==> config.mk <==
export PLATFORM = sky130hd
export DESIGN_NAME = reg_write_sequencer
export DESIGN_NICKNAME = d
export VERILOG_FILES = /design/src/rtl/reg_write_sequencer.sv
export SDC_FILE = /design/constraint.sdc
export NUM_CORES = 1
export LEC_CHECK = 0
export CORE_MARGIN = 3
export CORE_UTILIZATION = 44
export DETAILED_ROUTE_END_ITERATION = 12
export GPL_TIMING_DRIVEN = 0
export HOLD_SLACK_MARGIN = 0.08
export PLACE_DENSITY = 0.74
export SKIP_CTS_REPAIR_TIMING = 1
export SLEW_MARGIN = 20
export SYNTH_ARGS = -nofsm -noshare
export SYNTH_HDL_FRONTEND = slang
export SYNTH_SLANG_ARGS = --single-unit
export TNS_END_PERCENT = 50
==> constraint.sdc <==
create_clock -name clk -period 1.9 [get_ports clk]
set_input_delay 0.19 -clock clk [delete_from_list [all_inputs] [get_ports clk]]
set_output_delay 0.19 -clock clk [all_outputs]
set_load 0.1 [all_outputs]
==> src/rtl/reg_write_sequencer.sv <==
// Register-file writeback sequencer: turns one request into one or two write cycles.
// Latency: write cycle N+1 after the accepting edge N (POP second write at N+2).
// Backpressure: wb_hold freezes W1/W2 with the write suppressed; wb_req is ignored outside IDLE.
//
// wb_hold is sampled at the clock edge that opens a write cycle. Every output is a
// flop, so the write enable for a cycle is decided at the edge that starts that
// cycle. A cycle that opened with wb_hold=1 performs no write. The FSM stays in
// W1/W2 until a cycle that actually wrote (regwrite_q=1) has elapsed.
module reg_write_sequencer (
  input  logic       clk,
  input  logic       reset,
  input  logic       wb_req,
  input  logic [2:0] wb_kind,
  input  logic       wb_hold,
  output logic [2:0] RegControl,
  output logic [1:0] DataSel,
  output logic       RegWrite,
  output logic       wb_busy,
  output logic       wb_done,
  output logic       wb_err
);

  // Request classes
  localparam logic [2:0] KIND_R    = 3'b000;
  localparam logic [2:0] KIND_I    = 3'b001;
  localparam logic [2:0] KIND_LOAD = 3'b010;
  localparam logic [2:0] KIND_JAL  = 3'b011;
  localparam logic [2:0] KIND_PUSH = 3'b100;
  localparam logic [2:0] KIND_POP  = 3'b101;

  // Destination-mux select codes
  localparam logic [2:0] RC_RT   = 3'b000;
  localparam logic [2:0] RC_RS   = 3'b001;
  localparam logic [2:0] RC_SP   = 3'b010;
  localparam logic [2:0] RC_RA   = 3'b011;
  localparam logic [2:0] RC_RD   = 3'b100;

  // Write-data mux select codes
  localparam logic [1:0] DS_ALU  = 2'b00;
  localparam logic [1:0] DS_MDR  = 2'b01;
  localparam logic [1:0] DS_PC   = 2'b10;

  typedef enum logic [1:0] {
    IDLE = 2'b00,
    W1   = 2'b01,
    W2   = 2'b10,
    ERR  = 2'b11
  } state_t;

  state_t     state_q, state_d;
  logic [2:0] kind_q, kind_d;
  logic [2:0] regctl_q, regctl_d;
  logic [1:0] datasel_q, datasel_d;
  logic       regwrite_q, regwrite_d;
  logic       busy_q, busy_d;
  logic       done_q, done_d;
  logic       err_q, err_d;
  logic       kind_illegal;

  // Kinds 110 and 111 have no writeback meaning.
  assign kind_illegal = wb_kind[2] & wb_kind[1];

  // Next state, captured kind and the registered output values for the coming cycle.
  always_comb begin
    state_d    = state_q;
    kind_d     = kind_q;
    regctl_d   = regctl_q;
    datasel_d  = datasel_q;
    regwrite_d = 1'b0;
    busy_d     = 1'b0;
    done_d     = 1'b0;
    err_d      = 1'b0;

    case (state_q)
      IDLE: begin
        if (wb_req) begin
          kind_d  = wb_kind;
          state_d = kind_illegal ? ERR : W1;
        end
      end
      W1: begin
        // Leave only after a cycle that really wrote; a held cycle repeats.
        if (regwrite_q) begin
          state_d = (kind_q == KIND_POP) ? W2 : IDLE;
        end
      end
      W2: begin
        if (regwrite_q) begin
          state_d = IDLE;
        end
      end
      ERR: begin
        state_d = IDLE;
      end
      default: begin
        state_d = IDLE;
      end
    endcase

    case (state_d)
      W1: begin
        busy_d     = 1'b1;
        regwrite_d = ~wb_hold;
        done_d     = ~wb_hold & (kind_d != KIND_POP);
        case (kind_d)
          KIND_R:    begin regctl_d = RC_RD; datasel_d = DS_ALU; end
          KIND_I:    begin regctl_d = RC_RT; datasel_d = DS_ALU; end
          KIND_LOAD: begin regctl_d = RC_RT; datasel_d = DS_MDR; end
          KIND_JAL:  begin regctl_d = RC_RA; datasel_d = DS_PC;  end
          KIND_PUSH: begin regctl_d = RC_SP; datasel_d = DS_ALU; end
          KIND_POP:  begin regctl_d = RC_RT; datasel_d = DS_MDR; end
          default:   begin regctl_d = regctl_q; datasel_d = datasel_q; end
        endcase
      end
      W2: begin
        // POP stack-pointer update: SP+4 from the ALU.
        busy_d     = 1'b1;
        regwrite_d = ~wb_hold;
        done_d     = ~wb_hold;
        regctl_d   = RC_SP;
        datasel_d  = DS_ALU;
      end
      ERR: begin
        busy_d = 1'b1;
        done_d = 1'b1;
        err_d  = 1'b1;
      end
      default: begin
        // IDLE: mux selects keep their last values, strobes stay low.
        busy_d = 1'b0;
      end
    endcase
  end

  // State, captured kind and all outputs are registered; reset drops any pending write.
  always_ff @(posedge clk or posedge reset) begin
    if (reset) begin
      state_q    <= IDLE;
      kind_q     <= 3'b000;
      regctl_q   <= 3'b000;
      datasel_q  <= 2'b00;
      regwrite_q <= 1'b0;
      busy_q     <= 1'b0;
      done_q     <= 1'b0;
      err_q      <= 1'b0;
    end else begin
      state_q    <= state_d;
      kind_q     <= kind_d;
      regctl_q   <= regctl_d;
      datasel_q  <= datasel_d;
      regwrite_q <= regwrite_d;
      busy_q     <= busy_d;
      done_q     <= done_d;
      err_q      <= err_d;
    end
  end

  // The rs select code exists in the mux but no request class uses it.
  logic unused_rs;
  assign unused_rs = ^RC_RS;

  assign RegControl = regctl_q;
  assign DataSel    = datasel_q;
  assign RegWrite   = regwrite_q;
  assign wb_busy    = busy_q;
  assign wb_done    = done_q;
  assign wb_err     = err_q;

endmodule
==> run metrics, run 1 <==
run status=complete, no violations; category of the most critical setup path=register to register; highest fanout seen on the critical path=5; Max stage delay on crit path=0.50 ns; number of enable flip-flop cells after synthesis=0; TritonCTS Buffers=3; fraction of layout instances using a drive strength above 1=27.7%; CP Data Required Time=2.07 ns; FF+latch count, synth=14; detail-routed net length per standard cell=14.7 um; area overhead of the layout relative to synthesis=38.7%; final hold violation count=0; slowest stage cell, crit path=sky130_fd_sc_hd__dfrtp_4; Iter 0 DRT Violations=8; fraction of post-synthesis cell area in the top cell type by area=42.8%; unrepaired setup endpoints after global routing=true; Routed Wire Length=1840 um; clock-pin slew of the registers on the worst-case setup and hold paths=0.09 ns; Min-Delay Path Class=input port to async pin; Worst Setup SP=RegWrite$_DFF_PP0_; count of standard-cell rows=14; H-tree levels=1; drt first pass iters=4; cell with the most instances after synthesis=sky130_fd_sc_hd__dfrtp_1; Max-slew headroom=34.9%; Unique masters post-synth=33; maximum count of clock buffers along a single path=2; gp weighted congestion=0.698; ordered cell list for the critical path=mux2_4 -> nor2_4 -> or2_4 -> ha_4 -> a21oi_4 -> mux2_4; final global-route overflow total=0; top cells by instance count after synthesis=14 x sky130_fd_sc_hd__dfrtp_1, 10 x sky130_fd_sc_hd__inv_1, 7 x sky130_fd_sc_hd__nor2_1; TritonCTS clock tree=yes; number of nets produced by synthesis=92; endpoint arrival time on the critical path=2.03 ns; Vias=676; Critical Path Source Type=register; die area=2410 sq um; pins over their slew limit=0; final worst-path cycle share=97.9%; prevailing post-synth register cell=sky130_fd_sc_hd__dfrtp_1; Clock Sink Count=14; Total Neg Setup Slack=0 ns; GRT Util Overall=16.8%; synthesized area per cell=10.1 sq um; final routed DRC violation total=0; wire length of the first global-routing pass=3080 um; library cell used as clock root buffer=sky130_fd_sc_hd__clkbuf_4; number of maximum-capacitance constraint violations=0; I/O pin count=16; Die H=49.1 um; biggest area consumer among synthesized cells=sky130_fd_sc_hd__dfrtp_1; starting density of the core=50.2%; number of antenna violations at the first check in global routing=0; remaining number of nets flagged by the antenna check after routing=0; proportion of synthesized flip-flops having asynchronous set or reset=100%; post-synthesis sequential area ratio=42.8%; combined area of all synthesized cells=818 sq um; floorplan die width=49.1 um; count of fill cells added during filler insertion=124; nets=113; number of global-route vias before repair=662; core area=1630 sq um; source-to-sink clock delay at the later pin of the worst-skew pair=0.29 ns; number of endpoints failing setup at the final stage=0; final period demand of the worst path=1.86 ns; startpoint of the lowest-slack register-to-register path=RegWrite$_DFF_PP0_; worst setup skew after layout=0.00587 ns; number of instances in the synthesized netlist=81; total of buffers placed on input and output ports=13; largest net degree at the start of global routing=15; via count normalized by instance count=5.41; most area-consuming cells after synthesis=sky130_fd_sc_hd__dfrtp_1 43%, sky130_fd_sc_hd__ha_1 6.1%, sky130_fd_sc_hd__mux2_1 5.5%; Worst Tran Pin Value=0.975 ns; most repeated library cell on the critical path=sky130_fd_sc_hd__mux2_4; maximum clock frequency=538 MHz; element type at the critical path end=register; half-perimeter wire length of the detailed placement result=1290 um; number of warning messages in the yosys log=0; diode count=0
critical path, delay by kind of cell (launching register included):
kind | cells | cell delay [ns]
flip-flops | 1 | 0.50
adder cells (fa/ha/maj) | 1 | 0.21
multiplexers | 2 | 0.61
AO/OA/AOI/OAI | 1 | 0.20
AND/OR/NAND/NOR | 2 | 0.22
worst paths after layout:
kind	slack [ns]	depth (start not counted)	to
max in group asynchronous	1.28	2	RegWrite$_DFF_PP0_
min in group clk	0.39	3	kind_q[1]$_DFF_PP0_
max	0.04	6	DataSel[1]$_DFFE_PP0P_
min reg2reg	0.53	1	RegControl[0]$_DFFE_PP0P_
min	0.23	2	wb_done$_DFF_PP0_
max reg2reg	0.04	6	DataSel[1]$_DFFE_PP0P_
metrics by stage:
step | instances | hold slack, ns | utilization, % | instance area [sq um] | setup WS [ns]
after floorplan | 81 | 0.0792 | - | 851 | -0.0582
after global placement | 118 | 0.498 | 62.1 | 1010 | -0.388
after detailed placement | 118 | 0.497 | 62.1 | 1010 | -0.416
after CTS | 122 | 0.244 | 64.3 | 1050 | -0.188
after global routing | 125 | 0.269 | 69.7 | 1130 | -0.0316
final | 125 | 0.229 | 69.7 | 1130 | 0.0398
kinds of logic (layout without fill, tap and decap cells):
family | after synthesis | after routing | share of synthesized area, %
fa+ha+maj | 4 | 4 | 6.12
buf+inv | 14 | 34 | 6.57
simple gates | 26 | 26 | 18.7
mux | 8 | 8 | 10.6
compound gates | 15 | 15 | 15.3
flops | 14 | 14 | 42.8
per-layer routing:
layer | vias up | global-route usage (%) | share of wire [%]
met5 | - | 0 | 0
met4 | 0 | 9.95 | 2.5
met3 | 5 | 3.67 | 4.9
met2 | 15 | 24.6 | 48
met1 | 325 | 22.6 | 45
li1 | 331 | - | -
cells in the final DEF, fill, tap and decap left out, types with 2 or more instances in the layout:
cell / netlist / routed
sky130_fd_sc_hd__mux2_4: 0 / 3
sky130_fd_sc_hd__nand2b_1: 2 / 2
sky130_fd_sc_hd__clkdlybuf4s50_1: 0 / 2
sky130_fd_sc_hd__nand3b_1: 2 / 2
sky130_fd_sc_hd__nand2_1: 4 / 4
sky130_fd_sc_hd__ha_1: 4 / 2
sky130_fd_sc_hd__nor2_1: 7 / 6
sky130_fd_sc_hd__nor3_1: 3 / 2
sky130_fd_sc_hd__mux2i_1: 3 / 3
sky130_fd_sc_hd__o211ai_1: 2 / 2
sky130_fd_sc_hd__dlymetal6s2s_1: 0 / 11
sky130_fd_sc_hd__dfrtp_1: 14 / 8
sky130_fd_sc_hd__clkbuf_1: 3 / 2
sky130_fd_sc_hd__inv_1: 10 / 10
sky130_fd_sc_hd__buf_4: 0 / 4
sky130_fd_sc_hd__clkbuf_4: 0 / 3
sky130_fd_sc_hd__dfrtp_2: 0 / 5
sky130_fd_sc_hd__mux2_1: 4 / 2
sky130_fd_sc_hd__o32ai_1: 2 / 2
state kept, by name, summed over array words and instances (netlist names):
register	count
RegControl	3
wb_err	1
kind_q	3
state_q	2
wb_busy	1
wb_done	1
RegWrite	1
DataSel	2
cell type report:
cell class	instances	area (sq um)	share of cell area, %
clock buffer	4	36.3	3.20
buffer	3	12.5	1.10
timing repair buffer	17	188	16.5
multi-input combinational	53	470	41.5
inverter	10	37.5	3.31
tap	24	30.0	2.65
sequential	14	360	31.8
Power of run 1 is left out: the tool's default activity adds up to more than one toggle a clock period on the data nets, which glitch-free logic cannot reach.
==> inputs of run 2 (changes only) <==
==> constraint.sdc (replaced) <==
create_clock -name clk -period 1.9 [get_ports clk]
set_input_delay 0.19 -clock clk [delete_from_list [all_inputs] [get_ports clk]]
set_output_delay 0.19 -clock clk [all_outputs]
set_load 0.05 [all_outputs]
==> run 2 against run 1 <==
Critical path depth unchanged. Final area down 2.1%. Die area unchanged. Largest cell class unchanged. Highest routed layer unchanged.
==> run metrics, run 2 (same netlist as run 1, synthesis figures left out) <==
run status=complete, no violations; Critical Path Source Type=register; source-to-sink clock delay at the later pin of the worst-skew pair=0.28 ns (about the same); Die H=49.1 um (unchanged); library cell used as clock root buffer=sky130_fd_sc_hd__clkbuf_4; number of endpoints failing setup at the final stage=0 (unchanged); category of the most critical setup path=register to register; met3 usage=3.67% (unchanged); number of maximum-capacitance constraint violations=0 (unchanged); Worst Tran Pin Value=0.509 ns (-0.465 ns); final global-route overflow total=0 (unchanged); fraction of layout instances using a drive strength above 1=27.9% (+0.16 points); TritonCTS clock tree=yes; die area=2410 sq um (unchanged); remaining number of nets flagged by the antenna check after routing=0 (unchanged); final worst-path cycle share=96.5% (-1.4 points); Power Dens Cells=1880 nW/um^2; most frequent standard cell in the layout excluding fill and tap cells=sky130_fd_sc_hd__clkdlybuf4s50_1; met2 track utilization from global routing=22.8% (-1.8 points); maximum clock frequency=545 MHz (+1.4%); highest fanout seen on the critical path=4 (-1); floorplan die width=49.1 um (unchanged); endpoint arrival time on the critical path=1.99 ns (-0.04 ns); Routed Wire Length=1810 um (-1.6%); starting density of the core=50.2% (unchanged); GRT Util Overall=15.3% (-1.6 points); via count normalized by instance count=5.50 (+1.7%); final hold violation count=0 (unchanged); drt first pass iters=4 (unchanged); minimum setup slack among reg-to-reg paths=0.07 ns (+0.03 ns); gp weighted congestion=0.726 (+3.9%); Clock Sink Count=14 (unchanged); number of antenna violations at the first check in global routing=0 (unchanged); area overhead of the layout relative to synthesis=35.8%; final period demand of the worst path=1.83 ns (-0.0259 ns); unrepaired setup endpoints after global routing=true; worst setup skew after layout=0.0110 ns (+0.00518 ns); wire length of the first global-routing pass=2860 um (-7.0%); final routed DRC violation total=0 (unchanged); Vias=704 (+4.1%); core area=1630 sq um (unchanged); met1 capacity usage during global routing=20.0% (-2.6 points); H-tree levels=1 (unchanged); nets=116 (+2.7%); TritonCTS Buffers=3 (unchanged); Iter 0 DRT Violations=17 (+9); pins over their slew limit=0 (unchanged); I/O pin count=16 (unchanged); count of standard-cell rows=14 (unchanged); Max-slew headroom=66.0% (+31 points); leakage power=0.000484 uW; largest net degree at the start of global routing=15 (unchanged); total of buffers placed on input and output ports=13 (unchanged); maximum VDD drop=1.21 mV; busiest metal layer after global routing=met2; half-perimeter wire length of the detailed placement result=1210 um (-6.3%); most frequent cells in the layout=11 x sky130_fd_sc_hd__clkdlybuf4s50_1, 10 x sky130_fd_sc_hd__inv_1, 8 x sky130_fd_sc_hd__dfrtp_1; Min-Delay Path Class=input port to async pin; clock-pin slew of the registers on the worst-case setup and hold paths=0.09 ns (about the same); Total Neg Setup Slack=0 ns (unchanged); maximum count of clock buffers along a single path=2 (unchanged); element type at the critical path end=register; end-of-flow core utilization=68.2% (-1.5 points); diode count=0 (unchanged); detail-routed net length per standard cell=14.1 um (-3.9%); CP Data Required Time=2.06 ns (about the same); number of global-route vias before repair=635 (-4.1%)
==> run 2: cell types whose count changed in the layout (fill, tap and decap cells not counted), sizes merged <==
cell           delta
dlymetal6s2s      -9
clkdlybuf4s50     +9
buf               +3
==> run 2: final cells by class <==
class | count | area, sq um
inverters | 10 | 37.5
multi-input cells | 53 | 459
flip-flops and latches | 14 | 358
clock buffers | 4 | 26.3
plain buffers | 3 | 12.5
fillers | 133 | 518
well taps | 24 | 30.0
repair buffers | 20 | 188
==> run 2: stage by stage <==
stage | hold slack [ns] | total power [uW] | instance area [sq um] | setup slack, ns | std cells
floorplan | 0.0792 | 1400 | 838 | 0.0309 | 81
global placement | 0.469 | 1670 | 998 | -0.426 | 118
detailed placement | 0.478 | 1680 | 998 | -0.472 | 118
CTS | 0.250 | 1870 | 1020 | -0.192 | 122
global route | 0.266 | 2210 | 1110 | -0.0248 | 128
finish | 0.229 | 2090 | 1110 | 0.0656 | 128
==> run 2: critical path, cell delays in order, from the launching register on <==
cell,delay [ns]
sky130_fd_sc_hd__dfrtp_2,0.45
sky130_fd_sc_hd__mux2_4,0.32
sky130_fd_sc_hd__nor2_4,0.08
sky130_fd_sc_hd__or2_4,0.14
sky130_fd_sc_hd__ha_4,0.21
sky130_fd_sc_hd__a21oi_4,0.18
sky130_fd_sc_hd__mux2_4,0.32
==> run 2: final timing paths <==
kind	startpoint	end	cells after the start
max	state_q[1]$_DFF_PP0_	DataSel[1]$_DFFE_PP0P_	6
min	reset	RegControl[2]$_DFFE_PP0P_	2
max reg2reg	state_q[1]$_DFF_PP0_	DataSel[1]$_DFFE_PP0P_	6
min reg2reg	DataSel[1]$_DFFE_PP0P_	DataSel[1]$_DFFE_PP0P_	1
max in group asynchronous	reset	kind_q[2]$_DFF_PP0_	2
min in group clk	wb_kind[0]	kind_q[0]$_DFF_PP0_	2
==> run 2: metal layers <==
| metal | vias to the layer above | wire length [um] | part of all wire, % |
|---|---|---|---|
| li1 | 331 | - | - |
| met1 | 337 | 767 | 42 |
| met2 | 32 | 853 | 47 |
| met3 | 4 | 152 | 8.4 |
| met4 | 0 | 38 | 2.1 |
| met5 | - | 0 | 0 |
==> run 2: report_power, final <==
part	leakage (uW)	switching [uW]	internal, uW
combinational	0.000301	724	626
sequential	0.000168	125	439
clock	0.0000150	92.3	81.3
total	0.000484	941	1150
Note: power is estimated with default switching activity, not from simulation.
==> inputs of run 3 (changes only) <==
SLEW_MARGIN = unset   (was 20)
==> results of run 3 <==
Final layout, timing and power as in run 2 (identical DEF).
